$ cat src/rtl/wishbone_uart.sv
// Wishbone-attached 8N1 UART: a TX FIFO feeds a serializer, and an RX deserializer
// feeds a one-entry holding register. A status register carries write-1-to-clear sticky flags.
module wishbone_uart #(
  parameter int CLKS_PER_BIT = 868,
  parameter int TX_DEPTH     = 16
) (
  input  logic        clk,
  input  logic        rst,
  input  logic        wb_cycle,
  input  logic        wb_strobe,
  input  logic [31:0] wb_address,
  input  logic [3:0]  wb_select,
  input  logic        wb_write_enable,
  input  logic [31:0] wb_data_in,
  output logic [31:0] wb_data_out,
  output logic        wb_ack,
  output logic        uart_tx,
  input  logic        uart_rx
);

  localparam int PW = $clog2(TX_DEPTH);
  localparam int CW = $clog2(CLKS_PER_BIT);
  localparam logic [CW-1:0] BIT_LAST  = CW'(CLKS_PER_BIT - 1);
  localparam logic [CW-1:0] HALF_LAST = CW'(CLKS_PER_BIT / 2 - 1);

  localparam logic [1:0] ST_IDLE  = 2'd0;
  localparam logic [1:0] ST_START = 2'd1;
  localparam logic [1:0] ST_DATA  = 2'd2;
  localparam logic [1:0] ST_STOP  = 2'd3;

  logic unused_bits;
  assign unused_bits = &{1'b0, wb_address[31:4], wb_address[1:0], wb_select[3:1], wb_data_in[31:8]};

  // Bus decode; every side effect keys off req, which is low during the ack cycle.
  logic       req, wr, rd, push_req, rx_rd, st_clr;
  logic [1:0] reg_sel;
  assign req      = wb_cycle & wb_strobe & ~wb_ack;
  assign reg_sel  = wb_address[3:2];
  assign wr       = req & wb_write_enable;
  assign rd       = req & ~wb_write_enable;
  assign push_req = wr && reg_sel == 2'd0 && wb_select[0];
  assign rx_rd    = rd && reg_sel == 2'd1;
  assign st_clr   = wr && reg_sel == 2'd2 && wb_select[0];

  logic [7:0] fifo_mem [TX_DEPTH];
  logic [PW:0] wr_ptr, rd_ptr;
  logic        fifo_empty, fifo_full, pop, push;
  logic [1:0]  tx_state;
  logic [CW-1:0] tx_cnt;
  logic [2:0]  tx_bit;
  logic [7:0]  tx_shift;

  assign fifo_empty = wr_ptr == rd_ptr;
  assign fifo_full  = (wr_ptr[PW] != rd_ptr[PW]) && (wr_ptr[PW-1:0] == rd_ptr[PW-1:0]);
  assign pop        = (tx_state == ST_IDLE) && !fifo_empty;
  assign push       = push_req && (!fifo_full || pop);

  // NOTE: storage arrays carry no reset; the pointers alone define which entries are valid.
  always_ff @(posedge clk) begin
    if (push) fifo_mem[wr_ptr[PW-1:0]] <= wb_data_in[7:0];
  end

  always_ff @(posedge clk or posedge rst) begin
    if (rst) begin
      wr_ptr <= '0;
      rd_ptr <= '0;
    end else begin
      if (push) wr_ptr <= wr_ptr + 1'b1;
      if (pop)  rd_ptr <= rd_ptr + 1'b1;
    end
  end

  // uart_tx is a registered output so the line stays glitch-free between bit boundaries.
  always_ff @(posedge clk or posedge rst) begin
    if (rst) begin
      tx_state <= ST_IDLE;
      tx_cnt   <= '0;
      tx_bit   <= '0;
      tx_shift <= '0;
      uart_tx  <= 1'b1;
    end else begin
      case (tx_state)
        ST_IDLE: if (pop) begin
          tx_shift <= fifo_mem[rd_ptr[PW-1:0]];
          tx_cnt   <= '0;
          uart_tx  <= 1'b0;
          tx_state <= ST_START;
        end
        ST_START: if (tx_cnt == BIT_LAST) begin
          tx_cnt   <= '0;
          tx_bit   <= '0;
          uart_tx  <= tx_shift[0];
          tx_state <= ST_DATA;
        end else tx_cnt <= tx_cnt + CW'(1);
        ST_DATA: if (tx_cnt == BIT_LAST) begin
          tx_cnt <= '0;
          if (tx_bit == 3'd7) begin
            uart_tx  <= 1'b1;
            tx_state <= ST_STOP;
          end else begin
            tx_shift <= {1'b0, tx_shift[7:1]};
            uart_tx  <= tx_shift[1];
            tx_bit   <= tx_bit + 3'd1;
          end
        end else tx_cnt <= tx_cnt + CW'(1);
        default: if (tx_cnt == BIT_LAST) begin
          tx_cnt   <= '0;
          tx_state <= ST_IDLE;
        end else tx_cnt <= tx_cnt + CW'(1);
      endcase
    end
  end

  logic          rx_s1, rx_s2, rx_prev;
  logic [1:0]    rx_state;
  logic [CW-1:0] rx_cnt;
  logic [2:0]    rx_bit;
  logic [7:0]    rx_shift, rx_byte;
  logic          rx_valid, rx_overrun, frame_err, tx_ovf;
  logic          rx_done, rx_good, rx_bad;

  assign rx_done = (rx_state == ST_STOP) && (rx_cnt == BIT_LAST);
  assign rx_good = rx_done && rx_s2;
  assign rx_bad  = rx_done && !rx_s2;

  always_ff @(posedge clk or posedge rst) begin
    if (rst) begin
      rx_s1    <= 1'b1;
      rx_s2    <= 1'b1;
      rx_prev  <= 1'b1;
      rx_state <= ST_IDLE;
      rx_cnt   <= '0;
      rx_bit   <= '0;
      rx_shift <= '0;
    end else begin
      rx_s1   <= uart_rx;
      rx_s2   <= rx_s1;
      rx_prev <= rx_s2;
      case (rx_state)
        ST_IDLE: if (rx_prev && !rx_s2) begin
          rx_cnt   <= '0;
          rx_state <= ST_START;
        end
        ST_START: if (rx_cnt == HALF_LAST) begin
          // Mid-start re-check; a line already back high was only a glitch.
          rx_cnt   <= '0;
          rx_bit   <= '0;
          rx_state <= rx_s2 ? ST_IDLE : ST_DATA;
        end else rx_cnt <= rx_cnt + CW'(1);
        ST_DATA: if (rx_cnt == BIT_LAST) begin
          rx_cnt   <= '0;
          rx_shift <= {rx_s2, rx_shift[7:1]};
          if (rx_bit == 3'd7) rx_state <= ST_STOP;
          else                rx_bit   <= rx_bit + 3'd1;
        end else rx_cnt <= rx_cnt + CW'(1);
        default: if (rx_cnt == BIT_LAST) begin
          rx_cnt   <= '0;
          rx_state <= ST_IDLE;
        end else rx_cnt <= rx_cnt + CW'(1);
      endcase
    end
  end

  // A completing byte beats a same-cycle RXDATA read: the read sees the old byte, no overrun.
  always_ff @(posedge clk or posedge rst) begin
    if (rst) begin
      rx_byte    <= '0;
      rx_valid   <= 1'b0;
      rx_overrun <= 1'b0;
      frame_err  <= 1'b0;
      tx_ovf     <= 1'b0;
    end else begin
      if (rx_good) begin
        rx_byte  <= rx_shift;
        rx_valid <= 1'b1;
      end else if (rx_rd) begin
        rx_valid <= 1'b0;
      end
      rx_overrun <= (rx_overrun & ~(st_clr & wb_data_in[3])) | (rx_good & rx_valid & ~rx_rd);
      frame_err  <= (frame_err  & ~(st_clr & wb_data_in[4])) | rx_bad;
      tx_ovf     <= (tx_ovf     & ~(st_clr & wb_data_in[5])) | (push_req & ~push);
    end
  end

  logic [31:0] rd_data;
  logic        tx_empty;
  assign tx_empty = fifo_empty && (tx_state == ST_IDLE);

  // NOTE: every always_comb output gets a default first so no path can infer a latch.
  always_comb begin
    rd_data = '0;
    case (reg_sel)
      2'd1:    if (rx_valid) rd_data = {23'b0, 1'b1, rx_byte};
      2'd2:    rd_data = {26'b0, tx_ovf, frame_err, rx_overrun, rx_valid, tx_empty, fifo_full};
      default: rd_data = '0;
    endcase
  end

  // NOTE: registered state uses non-blocking assignments so every flop samples pre-edge values.
  always_ff @(posedge clk or posedge rst) begin
    if (rst) begin
      wb_ack      <= 1'b0;
      wb_data_out <= '0;
    end else begin
      wb_ack      <= req;
      wb_data_out <= rd ? rd_data : '0;
    end
  end

endmodule

$ cat config.mk
export PLATFORM = sky130hd
export DESIGN_NAME = wishbone_uart
export DESIGN_NICKNAME = d
export VERILOG_FILES = /design/src/rtl/wishbone_uart.sv
export SDC_FILE = /design/constraint.sdc
export NUM_CORES = 1
export LEC_CHECK = 0
export BUFFER_PORTS_ARGS = -buffer_cell sky130_fd_sc_hd__buf_2
export CAP_MARGIN = 10
export CORE_ASPECT_RATIO = 1.5
export CORE_UTILIZATION = 57
export CTS_BUF_LIST = sky130_fd_sc_hd__clkbuf_4
export DETAILED_ROUTE_END_ITERATION = 7
export PLACE_DENSITY = 0.85
export REMOVE_ABC_BUFFERS = 1
export SETUP_SLACK_MARGIN = 0.3
export SYNTH_ARGS = -nofsm -noshare
export SYNTH_HDL_FRONTEND = slang
export SYNTH_SLANG_ARGS = --single-unit
$ cat constraint.sdc
create_clock -name clk -period 3.1 [get_ports clk]
set_input_delay 0.62 -clock clk [delete_from_list [all_inputs] [get_ports clk]]
set_output_delay 0.62 -clock clk [all_outputs]
set_load 0.05 [all_outputs]
==> results of run 1 <==
critical path, stage by stage (launching register included):
cell	delay, ns
dfrtp_1	0.64
xnor2_1	0.17
and4_1	0.27
a311oi_2	0.47
and2_1	0.52
kinds of logic (layout without fill, tap and decap cells):
logic type / count (synthesis) / count (layout) / share of synthesized area, %
buffers and inverters: 68 / 144 / 4.12
adder cells (fa/ha/maj): 19 / 19 / 2.54
multiplexers: 83 / 83 / 12.7
XOR/XNOR: 18 / 18 / 1.68
AO/OA/AOI/OAI: 90 / 90 / 7.50
AND/OR/NAND/NOR: 134 / 134 / 8.35
flip-flops: 210 / 210 / 63.0
other: 1 / 24 / 0.0401
synth_stat cells (4+ instances only):
| library cell | n |
|---|---|
| a21oi_1 | 8 |
| o2bb2ai_1 | 4 |
| inv_1 | 18 |
| mux2i_1 | 31 |
| or3_1 | 5 |
| xnor2_1 | 11 |
| o21ai_0 | 12 |
| dfstp_2 | 4 |
| mux4_2 | 18 |
| mux2_1 | 15 |
| a22oi_1 | 6 |
| and3_1 | 17 |
| ha_1 | 19 |
| nand2_1 | 24 |
| nor2_1 | 21 |
| mux2_4 | 5 |
| o32a_1 | 6 |
| buf_2 | 8 |
| buf_4 | 26 |
| nand3_1 | 10 |
| mux2_2 | 9 |
| a31oi_1 | 5 |
| xor2_1 | 7 |
| o221ai_1 | 6 |
| dfrtp_1 | 78 |
| mux4_1 | 5 |
| clkbuf_1 | 11 |
| nand4_1 | 7 |
| edfxtp_1 | 128 |
| o2111ai_1 | 4 |
| a22o_1 | 19 |
| nor2b_1 | 5 |
| and2_1 | 15 |
routing by layer:
layer	share of wire, %	up-vias	global-route usage [%]
li1	-	2511	-
met1	36	2782	25.7
met2	55	192	40.5
met3	5.0	50	4.26
met4	3.6	0	11.1
met5	0	-	0
per-stage QoR:
stage / hold slack (ns) / worst slack, ns / instances / utilization, %
floorplan: 0.345 / -0.232 / 596 / -
global placement: 0.346 / 0.612 / 840 / 59.8
detailed placement: 0.355 / 0.461 / 840 / 59.8
CTS: 0.0456 / 0.681 / 927 / 63.7
global route: 0.0387 / 0.574 / 928 / 63.7
finish: 0.0817 / 0.663 / 928 / 63.7
area by class of cell:
type / count / area (sq um)
sequential: 210 / 5900
fill: 1141 / 5850
multi-input combinational: 367 / 3160
clock buffer: 68 / 510
tap: 206 / 258
timing repair buffer: 38 / 255
clock inverter: 19 / 108
inverter: 19 / 72.6
antenna: 1 / 2.50
sequential cells by signal (all words and copies together), names as in the netlist, 8 cells and up:
name         cells
rx_byte          8
rx_shift         8
wb_data_out      9
tx_shift         8
rx_cnt          10
tx_cnt          10
fifo_mem       128
power groups by stage:
stage / Clock, mW / Sequential (mW) / Combinational (mW)
floorplan: 0 / 3.53 / 1.21
detailed placement: 0 / 3.42 / 1.85
finish: 2.14 / 3.37 / 1.86
CTS: 2.19 / 3.36 / 1.86
global placement: 0 / 3.40 / 1.75
global route: 2.33 / 3.40 / 2.00
path summary, 6_finish.rpt:
| kind | startpoint | to | slack, ns |
|---|---|---|---|
| worst max-delay path | rd_ptr[3] | fifo_mem[11][2] | 0.66 |
| worst min-delay path | uart_rx | rx_s1 | 0.08 |
| worst max register to register | rd_ptr[3] | fifo_mem[11][2] | 0.66 |
| worst min register to register | rx_s1 | rx_s2 | 0.37 |
| max in group asynchronous | rst | rx_s2 | 2.29 |
| min in group asynchronous | rst | wb_data_out[1] | 0.09 |
cells in the final DEF, fill, tap and decap left out, types with 17 or more instances in the layout:
cell type,netlist,layout
ha_1,19,19
and3_1,17,17
inv_1,18,17
nand2_1,24,24
dfrtp_1,78,77
buf_2,8,27
edfxtp_1,128,128
mux4_2,18,18
a22o_1,19,19
mux2i_1,31,31
nor2_1,21,21
clkbuf_4,0,68
conb_1,1,23
==> flow_summary_export.csv, run 1 <==
group,metric,value,unit
pwr,switching_power,2.24,mW
route,vias,5535,
sta,rsz0062_at_grt,"false",
cts,cts.sinks,210,
sta,max_freq,410,MHz
setup_path,crit_type,"reg -> reg",
cts,cts_tree,"done",
pwr,p_clk_share,29.0,%
sta,relSlewSlack,51.0,%
cts,clkSlewWorstSetupHoldPaths,0.07,ns
logic_synthesis,synth_cell_types,73,
sta,worst_slew_pin_slew,0.735,ns
layout,area_growth,9.66,%
setup_path,start_kind,"flip-flop",
status,status,"completed",
route,ant_nets,0,
pwr,vdd_ir_drop_max,0.456,mV
cts,clkLatencyLatePin,0.63,ns
setup_path,cp-end-kind,"flip-flop",
global_route,gr-total-overflow,0,
logic_synthesis,syn-cell-area,9360,sq um
placed_design,portBuffers,27,
pwr,intPower,5.12,mW
sta,fin_crit,2.44,ns
global_route,antenna_found_initial,1,
logic_synthesis,ys_top_cells_by_area,"edfxtp_1, dfrtp_1, mux4_2, mux2i_1, ha_1",
floorplan,core_area,16100,sq um
route,wl_per_cell,19.6,microns
cts,postCtsSetupBuffers,0,
cts,cts_root_buffer,"clkbuf_4",
placed_design,dpl_cell_area,9650,sq um
pwr,p_total,7.37,mW
placed_design,gp_congestion,0.802,
route,drtIter0Drc,301,
sta,timing.final.crit_share,78.6,%
cts,cts.htree.levels,2,
global_route,grt_usage,22.7,%
logic_synthesis,ys_warn_count,0,
pwr,powerDensity,717,nW/um^2
pwr,p_leak,4.15,nW
cts,holdBufCountCts,0,
sta,setup_tns,0,ns
pwr,p_seq_share,45.7,%
logic_synthesis,ys_ff_latch,210,
pwr,switching_share,30.4,%
pwr,power_frac_comb,25.2,%
logic_synthesis,synth_seq_area_share,63.0,%
setup_path,crit_fanout,13,
logic_synthesis,synth_top_area_share,41.1,%
cts,numCtsBuffers,47,
sta,setup_viol,0,
cts,clk_path_buf_depth,3,
layout,design_area,10300,sq um
logic_synthesis,synth.avg_cell_area,15.0,sq um
logic_synthesis,synth-edff-count,128,
floorplan,dieArea,17000,sq um
logic_synthesis,synthArstFlopShare,39.0,%
layout,drive_gt1_share,21.8,%
logic_synthesis,yosys.area.top_type,"edfxtp_1",
setup_path,crit_required,3.35,ns
worst_hold_path,min_path_type,"in -> reg",
route,drc,0,
layout,fin_nets,776,
cts,cts_resized,0,
logic_synthesis,syn-instance-count,623,
floorplan,rows,57,
setup_path,rr_worst_depth,4,
floorplan,die_h,159,microns
route,routed_via_density,5.96,
route,drt-total-wl,18200,microns
placed_design,dp_hpwl,12200,microns
sta,slew_violations,0,
global_route,grt_first_pass_wirelength,29600,microns
global_route,grt_max_degree,47,
worst_hold_path,holdPathStages,1,
floorplan,die_w,107,microns
global_route,grt_pass1_vias,5960,
logic_synthesis,synthFlopType,"edfxtp_1",
sta,clock_skew,0.0409,ns
floorplan,start_util,58.1,%
run,drv_cap,0,
sta,finalHoldViolations,0,
floorplan,io-pin-count,108,
route,drt_pass1_iterations,5,
setup_path,arrival,2.68,ns
Note: power is estimated with default switching activity, not from simulation.
==> run 2: changes to the inputs <==
--- a/config.mk
+++ b/config.mk
@@ -5,6 +5,7 @@
 export SDC_FILE = /design/constraint.sdc
 export NUM_CORES = 1
 export LEC_CHECK = 0
+export ABC_AREA = 1
 export BUFFER_PORTS_ARGS = -buffer_cell sky130_fd_sc_hd__buf_2
 export CAP_MARGIN = 10
 export CORE_ASPECT_RATIO = 1.5
==> constraint.sdc (replaced) <==
create_clock -name clk -period 2.35 [get_ports clk]
set_input_delay 0.47 -clock clk [delete_from_list [all_inputs] [get_ports clk]]
set_output_delay 0.47 -clock clk [all_outputs]
set_load 0.05 [all_outputs]
==> flow_summary_export.csv, run 2 <==
group,metric,value,unit
logic_synthesis,yosys.area_share.xor_xnor,1.26,%
floorplan,io-pin-count,108,
layout,num-fill-cells,1175,
layout,largest_reg_flops,128,
cts,numCtsBuffers,46,
setup_path,start_kind,"flip-flop",
placed_design,gp_congestion,0.862,
logic_synthesis,synthTopCellsByCount,"nand2_1, nor2_1, edfxtp_1",
floorplan,die_h,162,microns
floorplan,core_area,16700,sq um
route,drtIter0Drc,430,
worst_hold_path,min_path_type,"in -> reg",
global_route,antenna_found_initial,1,
sta,max_freq,514,MHz
layout,area_growth,12.1,%
sta,relSlewSlack,53.9,%
cts,cts_root_buffer,"clkbuf_4",
layout,drive_gt1_share,17.9,%
route,drt_pass1_iterations,8,
status,status,"completed",
sta,fin_crit,1.95,ns
logic_synthesis,synth_top_family_by_area,"simple AND/OR/NAND/NOR gates",
layout,final_common_cell,"nand2_1",
floorplan,dieArea,17600,sq um
pwr,p_total,8.02,mW
setup_path,slowest_stage,"dfrtp_2",
logic_synthesis,synth_seq_area_share,60.8,%
logic_synthesis,synth_top_area_share,39.6,%
logic_synthesis,synth_most_common_cell,"nand2_1",
run,drv_cap,0,
route,drc,0,
logic_synthesis,synthAdderAreaFrac,2.45,%
logic_synthesis,syn-instance-count,990,
setup_path,crit_fanout,22,
setup_path,crit_chain,"clkinv_2 > buf_4 > o21ai_0 > nand2_1 > nand2_1 > nand3_1 > nor2_1 > o21ai_1",
cts,clkSlewWorstSetupHoldPaths,0.08,ns
logic_synthesis,yosys.area.top_type,"edfxtp_1",
global_route,grt_pass1_vias,7048,
cts,cts.sinks,210,
logic_synthesis,ys_ff_latch,210,
logic_synthesis,synthSimpleGateAreaFrac,22.2,%
logic_synthesis,synth.avg_cell_area,9.80,sq um
placed_design,place_inst,1230,
route,wl_per_cell,15.5,microns
sta,rsz0062_at_grt,"false",
cts,cts_tree,"done",
route,routed_via_density,5.41,
sta,finalHoldViolations,0,
layout,fin_nets,1164,
setup_path,cpMostUsedCell,"nand2_1",
pwr,vdd_ir_drop_max,0.791,mV
layout,multi_input_area,3210,sq um
sta,slew_violations,0,
placed_design,portBuffers,27,
logic_synthesis,ys_warn_count,0,
global_route,gr-total-overflow,0,
setup_path,cp_top_family,"buffers and inverters",
route,vias,7139,
setup_path,cp-end-kind,"flip-flop",
route,ant_nets,0,
logic_synthesis,synthMuxAreaShare,0,%
sta,worst_slew_pin_slew,0.686,ns
global_route,grt_usage,24.2,%
sta,timing.final.crit_share,82.8,%
sta,clock_skew,0.0413,ns
cts,cts.htree.levels,2,
cts,clk_path_buf_depth,3,
pwr,powerDensity,738,nW/um^2
setup_path,path_buf_inv,2,
floorplan,start_util,58.1,%
logic_synthesis,synthFlopType,"edfxtp_1",
global_route,grt_max_degree,48,
route,drt-total-wl,20400,microns
setup_path,arrival,2.44,ns
logic_synthesis,syn-cell-area,9700,sq um
global_route,grt_first_pass_wirelength,32600,microns
sta,setup_viol,0,
layout,fin_cells,1320,
setup_path,crit_required,2.84,ns
placed_design,dp_hpwl,13100,microns
logic_synthesis,synth-edff-count,128,
sta,whs,0.211,ns
logic_synthesis,ys_top_cells_by_area,"edfxtp_1, dfrtp_1, nand2_1, nor2_1, nand3_1",
layout,layout_common_cells,"nand2_1, edfxtp_1, nor2_1, inv_1, dfrtp_1",
cts,clkLatencyLatePin,0.63,ns
logic_synthesis,synth_compound_area_share,5.99,%
floorplan,die_w,109,microns
logic_synthesis,synthArstFlopShare,39.0,%
setup_path,slowest_delay,0.41,ns
setup_path,crit_type,"reg -> reg",
floorplan,rows,58,
layout,seq_area,5900,sq um
logic_synthesis,synth_cell_types,46,
pwr,p_leak,4.79,nW
==> run 2: worst paths after layout <==
path	startpoint	to	slack (ns)	cells after the start
setup / recovery	rd_ptr[0]	tx_shift[2]	0.40	8
hold / removal	wb_write_enable	wb_data_out[7]	0.21	4
setup reg to reg	rd_ptr[0]	tx_shift[2]	0.40	8
hold reg to reg	rx_s1	rx_s2	0.36	0
max in group asynchronous	rst	rx_s2	1.41	4
min in group asynchronous	rst	wb_data_out[4]	0.35	3
==> run 2: power by group <==
part | total (mW) | switching (mW) | internal [mW]
registers | 4.13 | 0.108 | 4.03
clock network | 3.08 | 1.39 | 1.69
logic | 0.811 | 0.577 | 0.234
==> run 2: area by class of cell <==
cell class | count | area share [%]
diodes | 1 | 0.0230
clock buffers | 69 | 4.76
clock inverters | 17 | 1.38
inverters | 92 | 3.30
multi-input cells | 656 | 29.5
flip-flops and latches | 210 | 54.3
well taps | 210 | 2.42
repair buffers | 65 | 4.29
==> run 2: per-stage QoR <==
step / utilization (%) / cell area (sq um) / TNS, ns / worst slack, ns
finish: 65.1 / 10900 / 0 / 0.404
global route: 65.1 / 10900 / 0 / 0.304
CTS: 64.8 / 10800 / 0 / 0.327
detailed placement: 60.6 / 10100 / 0 / 0.283
global placement: 60.6 / 10100 / 0 / 0.315
floorplan: - / 9430 / -91.13 / -0.693
==> run 2: metal layers <==
metal  up-vias  track usage (%)  part of all wire, %
li1       3411                -                    -
met1      3384             25.0                   35
met2       259             44.2                   54
met3        85             3.61                  4.7
met4         0             16.2                  5.7
met5         -                0                    0
==> run 2: worst register-to-register path: stages (launching register included) <==
cell	delay [ns]
dfrtp_2	0.41
clkinv_2	0.30
buf_4	0.29
o21ai_0	0.21
nand2_1	0.12
nand2_1	0.08
nand3_1	0.08
nor2_1	0.21
o21ai_1	0.12
==> run 2: repair_timing <==
action,CTS,global route
gates resized for setup,1,13
endpoints found under the setup margin,10,90
endpoints found under the hold margin,16,0
hold buffers,2,0
setup buffers,0,1
pin swaps,0,1
==> run 2: cells by family (layout without fill, tap and decap cells) <==
logic type               after synthesis  in the layout
AO/OA/AOI/OAI                        107            107
XOR/XNOR                              14             14
adder cells (fa/ha/maj)               19             19
buffers and inverters                146            243
flip-flops                           210            210
other                                  1             24
AND/OR/NAND/NOR                      493            493
==> run 3: changes to the inputs <==
--- a/config.mk
+++ b/config.mk
@@ -9,10 +9,10 @@
 export BUFFER_PORTS_ARGS = -buffer_cell sky130_fd_sc_hd__buf_2
 export CAP_MARGIN = 10
 export CORE_ASPECT_RATIO = 1.5
-export CORE_UTILIZATION = 57
+export CORE_UTILIZATION = 55
 export CTS_BUF_LIST = sky130_fd_sc_hd__clkbuf_4
 export DETAILED_ROUTE_END_ITERATION = 7
-export PLACE_DENSITY = 0.85
+export PLACE_DENSITY = 0.86
 export REMOVE_ABC_BUFFERS = 1
 export SETUP_SLACK_MARGIN = 0.3
 export SYNTH_ARGS = -nofsm -noshare
==> constraint.sdc (replaced) <==
create_clock -name clk -period 1.7 [get_ports clk]
set_input_delay 0.34 -clock clk [delete_from_list [all_inputs] [get_ports clk]]
set_output_delay 0.34 -clock clk [all_outputs]
set_load 0.05 [all_outputs]
==> flow_summary_export.csv, run 3 (synthesis gave the netlist of run 2 again) <==
group,metric,value,unit
status,status,"finished with violations",
status,violations,"negative setup slack",
layout,drive_gt1_share,39.6,%
setup_path,regToRegSetupSlack,-0.35,ns
run,drv_cap,0,
layout,fin_nets,1245,
sta,finalHoldViolations,0,
route,drtIter0Drc,1449,
worst_hold_path,min_path_type,"in -> reg",
cts,cts_tree,"done",
pwr,powerDensity,953,nW/um^2
setup_path,crit_type,"reg -> reg",
route,wl_per_cell,26.3,microns
floorplan,die_w,110,microns
setup_path,crit_end,"tx_shift[7]",
layout,post-route-util,74.7,%
setup_path,cp-end-kind,"flip-flop",
layout,final_common_cell,"nand2_1",
route,vias,9233,
global_route,gr-total-overflow,0,
setup_path,arrival,2.56,ns
sta,rsz0062_at_grt,"true",
sta,clock_skew,0.0636,ns
sta,relSlewSlack,56.0,%
floorplan,core_area,17300,sq um
sta,worst_slew_pin_slew,0.658,ns
sta,fin_crit,2.05,ns
route,ant_nets,0,
placed_design,portBuffers,27,
layout,largest_reg_flops,128,
setup_path,crit_fanout,8,
placed_design,gp_congestion,0.914,
floorplan,rows,59,
placed_design,dp_hpwl,14000,microns
floorplan,dieArea,18200,sq um
cts,clkSlewWorstSetupHoldPaths,0.10,ns
cts,clk_path_buf_depth,3,
global_route,grt_pass1_vias,8290,
global_route,grt_first_pass_wirelength,41800,microns
sta,timing.final.crit_share,121,%
route,drt_pass1_iterations,8,
global_route,grt_max_degree,39,
pwr,vdd_ir_drop_max,1.07,mV
setup_path,crit_start,"rd_ptr[0]",
layout,layout_common_cells,"nand2_1, edfxtp_1, nor2_1, inv_1, dfrtp_1",
setup_path,rr_worst_depth,9,
floorplan,io-pin-count,108,
route,drt-total-wl,36900,microns
setup_path,rr_endpoint,"tx_shift[7]",
sta,slew_violations,0,
setup_path,timing.rr.start,"rd_ptr[0]",
floorplan,start_util,56.1,%
pwr,p_leak,5.53,nW
cts,cts_root_buffer,"clkbuf_4",
sta,setup_ws,-0.353,ns
global_route,antenna_found_initial,1,
route,drc,0,
worst_hold_path,min_from,"wb_data_in[3]",
floorplan,die_h,165,microns
setup_path,crit_required,2.21,ns
cts,numCtsBuffers,45,
sta,max_freq,487,MHz
global_route,grt_usage,29.7,%
setup_path,start_kind,"flip-flop",
worst_hold_path,holdPathStages,1,
route,routed_via_density,6.58,
cts,clkLatencyLatePin,0.66,ns
sta,whs,0.0783,ns
sta,setup_viol,170,
cts,cts.htree.levels,2,
cts,cts.sinks,210,
layout,area_growth,33.1,%
## run 3: cell count changes in the layout (fill, tap and decap cells not counted), sizes merged
cell	change
bufinv	-2
nand3	+1
clkinvlp	-1
clkinv	+1
clkbuf	+2
buf	+77
inv	+2
## run 3: metrics by stage
stage | worst slack (ns) | TNS, ns | total power, mW | instance area, sq um | std cells
detailed placement | -0.128 | -12.99 | 7.10 | 10400 | 1266
floorplan | -1.34 | -236.01 | 6.62 | 9430 | 958
finish | -0.353 | -41.57 | 12.3 | 12900 | 1403
global placement | -0.0964 | -8.20 | 7.00 | 10400 | 1266
global route | -0.406 | -47.43 | 12.6 | 12900 | 1403
CTS | -0.0670 | -4.84 | 11.2 | 11700 | 1378
## run 3: worst max-delay path, stage by stage, from the launching register on
cell and delay (ns):
dfrtp_2 0.45, buf_12 0.18, clkinv_8 0.10, buf_12 0.15
o21ai_0 0.26, o22ai_2 0.14, nand2_1 0.13, nand3_2 0.19
nand2_1 0.20, nand2_1 0.11
## run 3: worst min path at each step
| stage | to |
|---|---|
| floorplan | rx_s1 |
| global placement | wb_data_out[4] |
| detailed placement | wb_data_out[3] |
| CTS | fifo_mem[5][3] |
| global route | fifo_mem[14][3] |
| finish | fifo_mem[14][3] |
## run 3: what timing repair did
| item | 4_1_cts | 5_1_grt |
|---|---|---|
| gates resized for setup | 165 | 249 |
| setup buffers | 24 | 20 |
| pin swaps | 29 | 74 |
| endpoints found under the setup margin | 207 | 215 |
| endpoints found under the hold margin | 20 | 0 |
| gates cloned | 2 | 4 |
| hold buffers | 2 | 0 |
## run 3: power by group
group	switching [mW]	internal, mW
combinational	1.58	0.782
sequential	0.179	5.56
clock	2.22	1.97
total	3.98	8.32
## run 3: layer usage
metal / global-route usage, % / routed length [microns] / part of all wire (%) / vias up
li1: - / - / - / 3563
met1: 30.4 / 10900 / 29 / 4191
met2: 53.8 / 17300 / 47 / 1066
met3: 5.39 / 4890 / 13 / 413
met4: 22.7 / 3920 / 11 / 0
met5: 0 / 0 / 0 / -
## run 3: layout make-up
type	instances	area, sq um
Sequential cell	210	5910
Fill cell	835	4370
Multi-Input combinational cell	657	4280
Timing Repair Buffer	146	1470
Clock buffer	67	503
Inverter	92	387
Tap cell	213	267
Clock inverter	17	91.3
Antenna cell	1	2.50
